`src/rtl/elbeth_branch_predictor.sv`:
```
// Direct-mapped branch target buffer with 2-bit saturating direction counters.
// Lookup on the fetch PC is combinational. Resolved control-flow outcomes from
// ID train the table on the rising edge and raise a same-cycle mispredict.
// Optional statistics counters are enabled by defining ELBETH_BP_STATS_EN.
module elbeth_branch_predictor #(
  parameter int          XLEN     = 32,
  parameter int          ENTRIES  = 16,
  parameter logic [1:0]  CNT_INIT = 2'b01
) (
  input  logic            clk,
  input  logic            rst_n,
  input  logic [XLEN-1:0] if_pc,
  output logic            pred_hit,
  output logic            pred_taken,
  output logic [XLEN-1:0] pred_target,
  input  logic            upd_valid,
  input  logic [XLEN-1:0] upd_pc,
  input  logic            upd_is_jump,
  input  logic            upd_taken,
  input  logic [XLEN-1:0] upd_target,
  input  logic            upd_pred_taken,
  input  logic [XLEN-1:0] upd_pred_target,
  output logic            mispredict,
  output logic [XLEN-1:0] redirect_pc
`ifdef ELBETH_BP_STATS_EN
  ,
  output logic [31:0]     stat_branches,
  output logic [31:0]     stat_mispredicts
`endif
);

  localparam int IDX_W = $clog2(ENTRIES);
  localparam int TAG_W = XLEN - IDX_W - 2;
  localparam logic [XLEN-1:0] PC_STEP = XLEN'(4);

  logic [ENTRIES-1:0] valid_q, valid_d;
  logic [ENTRIES-1:0] jmp_q, jmp_d;
  logic [TAG_W-1:0]   tag_q [ENTRIES];
  logic [TAG_W-1:0]   tag_d [ENTRIES];
  logic [XLEN-1:0]    target_q [ENTRIES];
  logic [XLEN-1:0]    target_d [ENTRIES];
  logic [1:0]         cnt_q [ENTRIES];
  logic [1:0]         cnt_d [ENTRIES];

  logic [IDX_W-1:0] if_idx, upd_idx;
  logic [TAG_W-1:0] if_tag, upd_tag;
  logic             upd_hit;

  assign if_idx  = if_pc[IDX_W+1:2];
  assign if_tag  = if_pc[XLEN-1:IDX_W+2];
  assign upd_idx = upd_pc[IDX_W+1:2];
  assign upd_tag = upd_pc[XLEN-1:IDX_W+2];
  assign upd_hit = valid_q[upd_idx] && (tag_q[upd_idx] == upd_tag);

  // Fetch-side lookup reads the pre-update table contents
  always_comb begin
    pred_hit    = valid_q[if_idx] && (tag_q[if_idx] == if_tag);
    pred_taken  = pred_hit && (jmp_q[if_idx] || cnt_q[if_idx][1]);
    pred_target = pred_taken ? target_q[if_idx] : if_pc + PC_STEP;
  end

  // Resolve-side mispredict detection and redirect address
  always_comb begin
    mispredict  = rst_n && upd_valid &&
                  ((upd_taken != upd_pred_taken) ||
                   (upd_taken && (upd_target != upd_pred_target)));
    redirect_pc = upd_taken ? upd_target : upd_pc + PC_STEP;
  end

  // Training: update a hitting entry, or allocate on a taken miss
  always_comb begin
    valid_d  = valid_q;
    jmp_d    = jmp_q;
    tag_d    = tag_q;
    target_d = target_q;
    cnt_d    = cnt_q;
    if (upd_valid) begin
      if (upd_hit) begin
        if (upd_taken) begin
          cnt_d[upd_idx]    = (cnt_q[upd_idx] == 2'b11) ? 2'b11 : cnt_q[upd_idx] + 2'b01;
          target_d[upd_idx] = upd_target;
        end else begin
          cnt_d[upd_idx] = (cnt_q[upd_idx] == 2'b00) ? 2'b00 : cnt_q[upd_idx] - 2'b01;
        end
        jmp_d[upd_idx] = upd_is_jump;
      end else if (upd_taken) begin
        valid_d[upd_idx]  = 1'b1;
        tag_d[upd_idx]    = upd_tag;
        target_d[upd_idx] = upd_target;
        jmp_d[upd_idx]    = upd_is_jump;
        cnt_d[upd_idx]    = upd_is_jump ? 2'b11 : 2'b10;
      end
    end
  end

  // Table state register; reset invalidates all entries and reloads counters
  always_ff @(posedge clk) begin
    if (!rst_n) begin
      valid_q <= '0;
      jmp_q   <= '0;
      for (int i = 0; i < ENTRIES; i++) begin
        tag_q[i]    <= '0;
        target_q[i] <= '0;
        cnt_q[i]    <= CNT_INIT;
      end
    end else begin
      valid_q  <= valid_d;
      jmp_q    <= jmp_d;
      tag_q    <= tag_d;
      target_q <= target_d;
      cnt_q    <= cnt_d;
    end
  end

`ifdef ELBETH_BP_STATS_EN
  logic [31:0] stat_branches_q, stat_branches_d;
  logic [31:0] stat_mispredicts_q, stat_mispredicts_d;

  // Wrapping event counters for resolved branches and mispredicts
  always_comb begin
    stat_branches_d    = stat_branches_q + {31'd0, upd_valid};
    stat_mispredicts_d = stat_mispredicts_q + {31'd0, mispredict};
  end

  // Statistics register, cleared by reset
  always_ff @(posedge clk) begin
    if (!rst_n) begin
      stat_branches_q    <= '0;
      stat_mispredicts_q <= '0;
    end else begin
      stat_branches_q    <= stat_branches_d;
      stat_mispredicts_q <= stat_mispredicts_d;
    end
  end

  assign stat_branches    = stat_branches_q;
  assign stat_mispredicts = stat_mispredicts_q;
`endif

endmodule

```
`config.mk`:
```
export PLATFORM = sky130hd
export DESIGN_NAME = elbeth_branch_predictor
export DESIGN_NICKNAME = d
export VERILOG_FILES = /design/src/rtl/elbeth_branch_predictor.sv
export SDC_FILE = /design/constraint.sdc
export NUM_CORES = 2
export LEC_CHECK = 0
export BUFFER_PORTS_ARGS = -buffer_cell sky130_fd_sc_hd__buf_4
export CAP_MARGIN = 30
export CORE_AREA = 2 2 469 238
export DETAILED_ROUTE_END_ITERATION = 8
export DIE_AREA = 0 0 471 240
export GPL_TIMING_DRIVEN = 0
export PLACE_DENSITY = 0.66
export SYNTH_ARGS = -nofsm -noshare
export SYNTH_HDL_FRONTEND = slang
export SYNTH_SLANG_ARGS = --single-unit
```
`constraint.sdc`:
```
create_clock -name clk -period 4.7 [get_ports clk]
set_clock_uncertainty 0.2 [all_clocks]
set_input_delay 0.94 -clock clk [delete_from_list [all_inputs] [get_ports clk]]
set_output_delay 0.94 -clock clk [all_outputs]
set_load 0.01 [all_outputs]
```
# Word-level counts from Yosys, hierarchy flattened
# Cells that the tools add are included.
# totals
word_cells	129
output_inout_bits	67
input_bits	134
register_bits	992
# op_classes
n_addsub	4
magnitude_cmp	6
eq_ne	5
muxes	45
n_reduce_logical	15
bitwise_logic	4
# ops
cell	count
$bwmux 512	1
$bwmux 416	1
$mux 32	8
$bmux 26 s4	2
$mux 26	5
$bmux 32 s4	1
$demux 32 s4	1
$demux 26 s4	1
$bwmux 32	3
$add 32x3->32 const B	2
$eq 26x26->1	2
$mux 16	2
$ne 32x32->1	1
$bmux 2 s4	2
$bwmux 16	1
$or 16x16->16	1
$mux 2	7
$bmux 1 s4	3
$ge 5x5->1 const B	2
$lt 4x5->1 const B	2
$not 4->5	2
$demux 2 s4	1
$logic_and 1x1->1	8
$lt 5x1->1 const B	1
13 further kinds	19

# Longest topological paths before layout
# logic_depth
word_depth	9
mapped_depth	16
ltp_nobuf	9

# Worst setup path after synthesis
# No wires, ideal clock.
# synth_timing
kind	input port to output port
start	input port if_pc[2]
end	output port pred_target[18]
setup_slack_ns	-0.625
path_buffers	5
t_required_ns	3.560
path_stages	12
t_arrival_ns	4.185
path_cell_list	buf_2 buf_2 buf_2 buf_1 mux4_2 mux4_2 xnor2_1 nand4_1 nor4_2 and2b_1 buf_6 mux2_1
# synth_via
elab_chain_cells	8
elab_cells_between_ends	20
cone_classes	add/sub: 1; eq/ne: 1; mux: 14; bitwise: 1; reduce/logical: 3
# synth_lines
element	line	source
start: declaration	12	input logic [XLEN-1:0] if_pc,
$not 4->5 (implied by the code)	57	pred_hit = valid_q[if_idx] && (tag_q[if_idx] == if_tag);
$bmux 26 s4	57	
$mux 26 (implied by the code) (2 in series)	57	
$eq 26x26->1	57	
$logic_and 1x1->1 (*)	57	
net pred_hit	13	output logic pred_hit,
$logic_and 1x1->1 (*)	58	pred_taken = pred_hit && (jmp_q[if_idx] || cnt_q[if_idx][1]);
$mux 32 (*)	59	pred_target = pred_taken ? target_q[if_idx] : if_pc + PC_STEP;
end: declaration	15	output logic [XLEN-1:0] pred_target,
# Mark *: on every way through the listed nets, which the timed path passes. The rest lies on a longest branch. The select of a mux whose other input is x is not followed.

# Final worst setup path
# layout_timing
start	input port if_pc[3]
end	output port pred_target[16]
# layout_via
elab_chain_cells	8
elab_cells_between_ends	20
cone_classes	add/sub: 1; eq/ne: 1; mux: 14; bitwise: 1; reduce/logical: 3
# layout_lines
element	line
$not 4->5 (implied by the code)	57, 58, 59
$bmux 26 s4	57
$mux 26 (implied by the code) (2 in series)	57
$eq 26x26->1	57
$logic_and 1x1->1	57
$logic_and 1x1->1	58
$mux 32 (*)	59
# Mark *: on every way between the ends. The rest lies on a longest branch, timed or not. The select of a mux whose other input is x is not followed.

==> metrics.md <==
| Metric | Value |
|---|---|
| Final GP Congestion | `1.15` |
| Overall global routing resource usage | `43.4%` |
| Number of port buffers | `about 160` |
| Die width | `471 um` |
| Layout Nets | `5,636` |
| Total congestion overflow after global routing | `0` |
| Library cells used by synthesis | `63` |
| Share of post-route cells with drive strength above 1 | `19.3%` |
| Number of max-slew violations in the final report | `0` |
| Layout-stage area growth over the synthesis result | `18.1%` |
| Worst Tran Pin Value | `1240 ps` |
| Starting DRC count in detailed routing | `9,642` |
| Post-synth EDFFs | `0` |
| Fraction of synthesis flops using an asynchronous set or reset pin | `0%` |
| Critical path type | `input pin to primary output` |
| Post-synthesis sequential area ratio | `40.7%` |
| Worst-case clock buffer depth | `3` |
| Total via count after detailed routing | `47.8k` |
| Mean post-synth cell area | `9.47 um^2` |
| Met1 WL | `102 mm` |
| Router iterations before antenna repair | `9` |
| Power per Cell Area | `329 nW/um^2` |
| Sw Share | `28.8%` |
| Ys flop type | `sky130_fd_sc_hd__dfxtp_1` |
| Number of buffers added by the clock tree synthesis step | `between 90 and 100` |
| Proportion of power drawn by the clock network | `42.9%` |
| Top layer in use | `met5` |
| Relative slew margins | `between 15 and 20%` |
| Detailed placer's ending HPWL | `about 190 mm` |
| Clk slew on worst S/H paths | `60 ps` |
| Outcome | `finished, violations left` |
| Area of the placeable core | `around 110,000 um^2` |
| Class of the tightest hold or removal check | `flop to flop` |
| # setup viols final | `493` |
| Failing checks | `negative setup slack` |
| Post-route ant nets | `0` |
| Die outline area | `113,000 um^2` |
| CTS tree | `yes` |
| Ratio of final minimum period to clock period | `133%` |
| Routed met2 length | `82.9 mm` |
| Placement-stage cell area | `52,500 um^2` |
| Later-pin clock latency in the skew report | `740 ps` |
| CP Launch Type | `input pin` |
| Post-synthesis cell count | `5,155` |
| I/O pin count | `roughly 200` |
| Worst Setup Slack, final | `-1550 ps` |
| Psw | `~5500 uW` |
| Flop and latch count out of synthesis | `992` |
| Maximum cell stage delay along the critical path | `590 ps` |
| Root buf cell | `sky130_fd_sc_hd__clkbuf_16` |
| Hold Vio Cnt, Final | `0` |
| Internal Power | `13,500 uW` |
| Sum Neg Setup Slack | `-159,270 ps` |
| Data required time of the worst path | `3560 ps` |
| Total of max-cap violations | `0` |
| Post-layout min period | `6250 ps` |
| Final non-filler cell area | `just under 60,000 um^2` |
| Total placed cells including tap cells | `6,799` |
| Via-to-Cell Ratio | `a little under 7` |
| Leading cell type in the layout, fill and taps excluded | `sky130_fd_sc_hd__nand2_1` |
| Maximum clock rate | `160 MHz` |
| Sequential share of power | `44.9%` |
| Number of warnings printed during yosys synthesis | `0` |
| Global-route wire length before repair | `338 mm` |
| IR drop worst, VDD | `0.284 mV` |
| Routed Wire Length | `253 mm` |
| Total leakage power | `0.0215 uW` |
| Drt drc | `0` |
| Via count of the first global-routing pass | `about 42k` |
| Most Frequent Cell on Critical Path | `sky130_fd_sc_hd__buf_12` |
| Chip Height | `240 um` |
| Power share of the combinational group | `12.2%` |
| Chain of cells forming the critical path | `buf_16 -> buf_16 -> buf_12 -> buf_12 -> buf_12 -> mux4_2 -> mux4_2 -> xnor2_1 -> nand4_1 -> nor4_4 -> and2b_2 -> buf_12 -> buf_12 -> nand2_1 -> o21ai_2 -> buf_4` |
| Number of placement rows | `86` |
| Synthesized cell area | `48,800 um^2` |
| Cell at the slowest stage of the critical path | `sky130_fd_sc_hd__mux4_2` |
| Clock tree sinks | `992` |
| Total of hold buffers inserted after clock tree synthesis | `0` |
| Commonest cells after routing, fill and taps aside | `1,564 x sky130_fd_sc_hd__nand2_1, 992 x sky130_fd_sc_hd__dfxtp_1, 557 x sky130_fd_sc_hd__a21oi_1, 446 x sky130_fd_sc_hd__mux2i_1, 404 x sky130_fd_sc_hd__mux4_2` |
| Number of nets produced by synthesis | `5,294` |
| Largest fanout on the critical path | `12` |
| Crit. End Element | `primary output` |
| WL met3 | `approximately 56 mm` |
| Cell Count, Final, Fillers Out | `7,040` |
| Average wire per standard cell | `36.0 um` |
| Starting utilization of the core area | `between 40 and 50%` |
| Data arrival time of the critical path | `just over 5000 ps` |
| Number of H-tree branching levels | `3` |
| RSZ-0062 raised after global routing | `yes` |
| Maximum number of pins on one net before global-route repair | `16` |
| Initial antenna violation count | `15` |
==> cell families (layout without fill, tap and decap cells) <==
family | after synthesis | after routing | share of synthesized area (%)
compound gates | 757 | 757 | 8.53
xor+xnor | 133 | 133 | 2.39
fa+ha+maj | 7 | 7 | 0.169
mux | 869 | 869 | 28.2
flops | 992 | 992 | 40.7
buf+inv | 536 | 957 | 4.94
other cells | 0 | 12 | 0
simple gates | 1861 | 1861 | 15.1
==> power groups by stage <==
stage               registers, uW  logic (uW)  clock network, uW
detailed placement           8700        1960                  0
finish                       8510        2310               8130
global placement             8700        1910                  0
floorplan                    8680         941                  0
CTS                          8510        2070               8030
global route                 8510        2250               8380
==> layout make-up <==
cell class              count  area (um^2)
multi-input cells        3627        27200
flip-flops and latches    992        19900
plain buffers             493         3070
diodes                     12         30.0
well taps                1452         1820
clock buffers             137         2740
repair buffers            253         2370
inverters                  37          148
clock inverters            37          403
fillers                  9918        51400
==> synth_stat cells, types with 13 or more instances <==
master | number | area [um^2]
sky130_fd_sc_hd__a21oi_1 | 557 | 2790
sky130_fd_sc_hd__a22oi_1 | 13 | 97.6
sky130_fd_sc_hd__buf_1 | 19 | 71.3
sky130_fd_sc_hd__buf_2 | 57 | 285
sky130_fd_sc_hd__buf_4 | 39 | 293
sky130_fd_sc_hd__buf_6 | 24 | 270
sky130_fd_sc_hd__clkbuf_1 | 360 | 1350
sky130_fd_sc_hd__dfxtp_1 | 992 | 19900
sky130_fd_sc_hd__inv_1 | 33 | 124
sky130_fd_sc_hd__mux2i_1 | 452 | 4520
sky130_fd_sc_hd__mux4_2 | 404 | 9100
sky130_fd_sc_hd__nand2_1 | 1582 | 5940
sky130_fd_sc_hd__nand2b_1 | 17 | 106
sky130_fd_sc_hd__nand3_1 | 52 | 260
sky130_fd_sc_hd__nand3b_1 | 13 | 97.6
sky130_fd_sc_hd__nand4_1 | 23 | 144
sky130_fd_sc_hd__nor2_1 | 99 | 372
sky130_fd_sc_hd__nor3_1 | 27 | 135
sky130_fd_sc_hd__nor4_1 | 13 | 81.3
sky130_fd_sc_hd__o21a_1 | 18 | 135
sky130_fd_sc_hd__o21ai_0 | 76 | 380
sky130_fd_sc_hd__o221a_2 | 15 | 169
sky130_fd_sc_hd__o221ai_1 | 13 | 114
sky130_fd_sc_hd__xnor2_1 | 77 | 674
sky130_fd_sc_hd__xor2_1 | 56 | 490
==> through the flow <==
step                utilization (%)  setup WS (ps)  power (uW)  hold slack, ps
detailed placement             48.2          -3070       10700             244
floorplan                         -           -346        9620             231
CTS                            52.2          -1330       18600             252
global route                   52.8          -1400       19100             266
global placement               47.7          -3630       10600             238
finish                         52.9          -1550       18900             252
==> sequential cells by signal, summed over array words and instances, names as in the netlist <==
register and flops:
target_q 512, tag_q 416, cnt_q 32, jmp_q 16, valid_q 16
==> what timing repair did <==
action | in CTS | in global routing
setup buffers | 42 | 12
setup endpoints to repair | 538 | 361
pin swaps | 16 | 10
gates resized for setup | 253 | 101
cloned | 0 | 0
==> worst paths after layout <==
check | startpoint | endpoint | slack, ps | cells past startpoint
max | if_pc[3] | pred_target[16] | -1550 | 16
min | target_q[305]$_SDFFE_PN0P_ | target_q[305]$_SDFFE_PN0P_ | 250 | 2
max reg2reg | tag_q[14]$_SDFFE_PN0P_ | tag_q[293]$_SDFFE_PN0P_ | 210 | 10
min reg2reg | target_q[305]$_SDFFE_PN0P_ | target_q[305]$_SDFFE_PN0P_ | 250 | 2
==> critical path, delay by kind of cell <==
family                    cells  cell delay [ps]
muxes                         2              910
AOI/OAI and AO/OA             1              110
xor gates and xnor gates      1              190
and+or+nand+nor               4             1300
buffers and inverters         8             1560
==> metal layers <==
| metal | vias to the layer above | GRT usage (%) |
|---|---|---|
| li1 | 18660 | - |
| met1 | 23530 | 61.3 |
| met2 | 4832 | 47.8 |
| met3 | 770 | 30.8 |
| met4 | 38 | 15.4 |
| met5 | - | 8.36 |
(Power assumes the default switching activity.)
